==> config.mk <==
export PLATFORM = sky130hd
export DESIGN_NAME = demux_reg_bank
export DESIGN_NICKNAME = d
export VERILOG_FILES = /design/src/rtl/demux_reg_bank.sv
export SDC_FILE = /design/constraint.sdc
export NUM_CORES = 1
export LEC_CHECK = 0
export CAP_MARGIN = 40
export CORE_ASPECT_RATIO = 1.1
export CORE_MARGIN = 2
export CORE_UTILIZATION = 47
export CTS_CLUSTER_DIAMETER = 40
export DETAILED_ROUTE_END_ITERATION = 12
export MAX_ROUTING_LAYER = met4
export PLACE_DENSITY = 0.88
export SLEW_MARGIN = 30
export SYNTH_ARGS = -nofsm -noshare
export SYNTH_HDL_FRONTEND = slang
export SYNTH_SLANG_ARGS = --single-unit
==> constraint.sdc <==
create_clock -name clk -period 8.09 [get_ports clk]
set_clock_uncertainty 0.15 [all_clocks]
set_input_delay 1.618 -clock clk [delete_from_list [all_inputs] [get_ports clk]]
set_output_delay 1.618 -clock clk [all_outputs]
set_load 0.01 [all_outputs]
==> src/rtl/demux_reg_bank.sv <==
// demux_reg_bank: steers a valid/ready write stream into one of 2**SEL_WIDTH
// registered lanes. Each lane holds its data until overwritten, tracks whether
// a consumer still has to pick it up (lane_full), and pulses lane_strobe for
// one cycle after it loads. Optionally lane 0 is a hardwired-zero sink that
// swallows writes.
module demux_reg_bank #(
    parameter int DATA_WIDTH = 32,
    parameter int SEL_WIDTH  = 1,
    parameter bit ZERO_LANE0 = 1'b0,
    localparam int N         = 2 ** SEL_WIDTH
) (
    input  logic                          clk,
    input  logic                          reset,
    input  logic                          in_valid,
    output logic                          in_ready,
    input  logic [SEL_WIDTH-1:0]          selector,
    input  logic [DATA_WIDTH-1:0]         Entrada,
    input  logic [N-1:0]                  lane_ack,
    output logic [N-1:0][DATA_WIDTH-1:0]  Saidas,
    output logic [N-1:0]                  lane_full,
    output logic [N-1:0]                  lane_strobe,
    output logic [15:0]                   xfer_count
);

    logic          accept;
    logic [N-1:0]  wr_onehot;
    logic [15:0]   count_q;

    // A lane can take new data when empty or when its consumer is draining it
    // in the same cycle; the zero sink never back-pressures.
    always_comb begin
        in_ready = ~lane_full[selector] | lane_ack[selector];
        if (ZERO_LANE0 && (selector == '0)) begin
            in_ready = 1'b1;
        end
    end

    assign accept    = in_valid & in_ready;
    assign wr_onehot = accept ? (N'(1) << selector) : '0;

    genvar i;
    generate
        for (i = 0; i < N; i++) begin : g_lane
            if (ZERO_LANE0 && (i == 0)) begin : g_zero
                assign Saidas[i]      = '0;
                assign lane_full[i]   = 1'b0;
                assign lane_strobe[i] = 1'b0;
            end else begin : g_reg
                logic [DATA_WIDTH-1:0] data_q;
                logic                  full_q;
                logic                  strobe_q;

                // Load on an accepted write (which also wins over a same-cycle
                // ack, keeping the lane full); otherwise an ack drains it.
                always_ff @(posedge clk or posedge reset) begin
                    if (reset) begin
                        data_q   <= '0;
                        full_q   <= 1'b0;
                        strobe_q <= 1'b0;
                    end else begin
                        strobe_q <= wr_onehot[i];
                        if (wr_onehot[i]) begin
                            data_q <= Entrada;
                            full_q <= 1'b1;
                        end else if (lane_ack[i]) begin
                            full_q <= 1'b0;
                        end
                    end
                end

                assign Saidas[i]      = data_q;
                assign lane_full[i]   = full_q;
                assign lane_strobe[i] = strobe_q;
            end
        end
    endgenerate

    // Every accepted write is counted, including ones swallowed by the sink;
    // the 16-bit counter wraps naturally.
    always_ff @(posedge clk or posedge reset) begin
        if (reset) begin
            count_q <= '0;
        end else if (accept) begin
            count_q <= count_q + 16'd1;
        end
    end

    assign xfer_count = count_q;

endmodule

==> run_results.csv <==
group,metric,value,unit
detailed_routing,wl_met1,3111,um
floorplanning,fp.dieW,83.55,um
pwr,p_sw_share,26.32,%
setup_path,crit_arrival,3.01,ns
global_routing,grt_max_degree,50,
global_routing,grt_pass1_vias,2359,
floorplanning,coreArea,0.006671,mm^2
clocking,clockBufferDepth,2,
floorplanning,boundaryPins,123,
logic_synthesis,postSynthCellCount,213,
run,drv_cap,0,
detailed_routing,top_layer_used,"met4",
setup_path,cp.required,6.32,ns
detailed_routing,firstDrtPassIters,4,
global_routing,antenna_found_initial,0,
floorplanning,initial_core_util,49.04,%
place,gp_congestion,0.7682,
detailed_routing,wire_per_inst,16.61,um
floorplanning,die_h,91.51,um
setup_path,crit_buf_inv,2,
pwr,pwr-share-clk,28.2,%
timing,tightestPinTransition,0.6339,ns
timing,holdWs,0.3484,ns
detailed_routing,drc,0,
detailed_routing,wl_met3,519,um
clocking,cts_buffers,9,
clocking,clkLatencyLatePin,0.33,ns
place,dpl.cell_count,411,
global_routing,grtUsageTotal,19.49,%
clocking,clkSlewWorstSetupHoldPaths,0.08,ns
clocking,cts_setup_buffers,0,
clocking,cts_tree,"built",
setup_path,cp_max_fo,5,
cells_and_area,final_cells,427,
detailed_routing,viasPerCell,5.122,
cells_and_area,layout-drive-gt1-share,25.51,%
floorplanning,die_area,0.007645,mm^2
pwr,ir_drop,0.0001992,V
clocking,cts_root_buf,"clkbuf_8",
logic_synthesis,synth.avg_cell_area,15.36,um^2
detailed_routing,num_vias,2187,
timing,rsz0062_at_grt,"no",
logic_synthesis,ys_seq_area_share,64.24,%
global_routing,grt_pass1_wl,11590,um
pwr,p_per_area,255.5,mW/mm^2
global_routing,gr-total-overflow,0,
worst_hold_path,hold_class,"reg -> reg",
logic_synthesis,syn_area,0.003272,mm^2
timing,period_share,59.09,%
detailed_routing,drt_iter0_markers,72,
timing,finalWorstSetupSlack,3.310,ns
pwr,power_frac_comb,27.0,%
clocking,cts_hold_buf,0,
place,numPortBuffers,122,
place,place_hpwl,5136,um
setup_path,path_delay_family,"buffers and inverters",
pwr,p_leak,2.011,nW
cells_and_area,num-nets-final,379,
logic_synthesis,yosys_warnings,0,
clocking,h-tree-depth,3,
cells_and_area,n_antenna_cell,0,
place,dp_worst_setup_slack,3.304,ns
setup_path,crit_type,"in -> out",
logic_synthesis,ys_seq_elements,84,
floorplanning,row_count,31,
cells_and_area,fillers,450,
setup_path,slowest_delay,0.50,ns
setup_path,crit_top_cell,"clkdlybuf4s50_1",
logic_synthesis,syn_nets,252,
pwr,pwr-share-seq,44.8,%
pwr,internal-power,0.0009110,W
setup_path,cp-start-kind,"primary input",
detailed_routing,met2_length,3412,um
logic_synthesis,synth_cell_types,22,
pwr,p_switching,0.0003254,W
clocking,clock_sinks,84,
clocking,post_cts_resized,0,
detailed_routing,ant_nets,0,
timing,fin_tns_setup,0,ns
timing,finalMaxSlewViolations,0,
timing,hold_viol,0,
setup_path,cp_slowest_cell,"clkdlybuf4s50_1",
status,outcome,"finished clean",
setup_path,end_kind,"output port",
cells_and_area,area_growth,47.88,%
timing,maxClockFrequency,209.2,MHz
setup_path,cp_cell_sequence,"clkdlybuf4s50_1 > nor3b_1 > a31oi_1 > clkdlybuf4s50_1",
timing,setup-violations-final,0,
timing,fin_crit,4.780,ns
timing,max_slew_margin,57.74,%
detailed_routing,totalWireLength,7093,um
==> per-layer routing <==
metal,GRT usage [%],vias up
li1,-,1007
met1,24.85,1093
met2,30.51,83
met3,6.909,4
met4,4.167,0
met5,-,-
==> cell usage after synthesis <==
cell type / instances / share of area, %
nand2_1: 5 / 0.57
buf_4: 4 / 0.92
xnor2_1: 14 / 3.7
mux2_2: 65 / 22
xor2_1: 1 / 0.27
inv_1: 4 / 0.46
nand3_1: 2 / 0.31
dfrtp_1: 84 / 64
and3_1: 3 / 0.57
and4_1: 2 / 0.54
a311oi_2: 1 / 0.46
a31oi_1: 1 / 0.19
nand2b_1: 1 / 0.19
nand4_1: 13 / 2.5
nand3b_1: 1 / 0.23
buf_6: 1 / 0.34
and2_1: 1 / 0.19
a21oi_2: 1 / 0.27
nor2_1: 1 / 0.11
ha_1: 1 / 0.38
nor3b_1: 1 / 0.23
buf_2: 6 / 0.92
==> sequential cells by signal, indices dropped and copies added (netlist names) <==
name	count
g_lane.g_reg.full_q	2
g_lane.g_reg.strobe_q	2
xfer_count	16
g_lane.g_reg.data_q	64
==> cell type report <==
type	instances	area (um^2)	area share (%)
multi-input combinational	114	1091	22.55
sequential	84	2102	43.44
clock inverter	6	112.6	2.327
clock buffer	10	127.6	2.638
inverter	4	16.27	0.3362
tap	82	102.6	2.120
timing repair buffer	127	1286	26.58
==> power by group through the flow <==
stage	sequential, W	combinational (W)	clock, W
after floorplan	0.000588	0.000102	0
after global placement	0.000557	0.000327	0
after detailed placement	0.000562	0.000337	0
after CTS	0.000554	0.000339	0.000357
after global routing	0.000566	0.000356	0.000376
final	0.000554	0.000334	0.000349
==> worst register-to-register path, stage by stage (launching register included) <==
cell,delay (ns)
dfrtp_1,0.40
nor3b_1,0.16
a311oi_2,0.54
buf_4,0.28
mux2_2,0.34
==> logic make-up after synthesis <==
| group | after synthesis | synth area share (%) |
|---|---|---|
| flops | 84 | 64.24 |
| mux | 65 | 22.37 |
| simple gates | 30 | 5.431 |
| xor+xnor | 15 | 4.015 |
| buf+inv | 15 | 2.639 |
| compound gates | 3 | 0.9178 |
| fa+ha+maj | 1 | 0.3823 |
==> worst paths after layout <==
check                      slack, ns              startpoint  depth (start not counted)                        end
max in group asynchronous       5.27                   reset                          3  g_lane[0].g_reg.data_q[6]
setup / recovery                3.31                selector                          4                   in_ready
hold reg to reg                 0.35          xfer_count[11]                          1             xfer_count[11]
min in group asynchronous       1.50                   reset                          2  g_lane[1].g_reg.data_q[4]
setup reg to reg                6.12  g_lane[0].g_reg.full_q                          4              xfer_count[1]
hold / removal                  0.35          xfer_count[11]                          1             xfer_count[11]
==> stage by stage <==
| step | area, um^2 | power, W | utilization, % |
|---|---|---|---|
| floorplan | 3272 | 0.0006906 | - |
| global placement | 4548 | 0.0008836 | 68.17 |
| detailed placement | 4598 | 0.0008985 | 68.92 |
| CTS | 4838 | 0.001250 | 72.52 |
| global route | 4838 | 0.001298 | 72.52 |
| finish | 4838 | 0.001236 | 72.52 |
==> placed cells by master, fill, tap and decap left out, drive strengths merged <==
cell	n
buf	5
nand3b	1
clkbuf	10
and3	3
xor2	1
nor3b	1
nand2b	1
a31oi	1
mux2	65
clkinv	1
nand2	5
nand3	2
inv	3
a311oi	1
xnor2	14
dfrtp	84
clkinvlp	3
bufinv	3
ha	1
clkdlybuf4s50	122
nor2	1
and2	1
and4	2
a21oi	1
nand4	13
No activity file was read; power rests on OpenSTA's default activity.
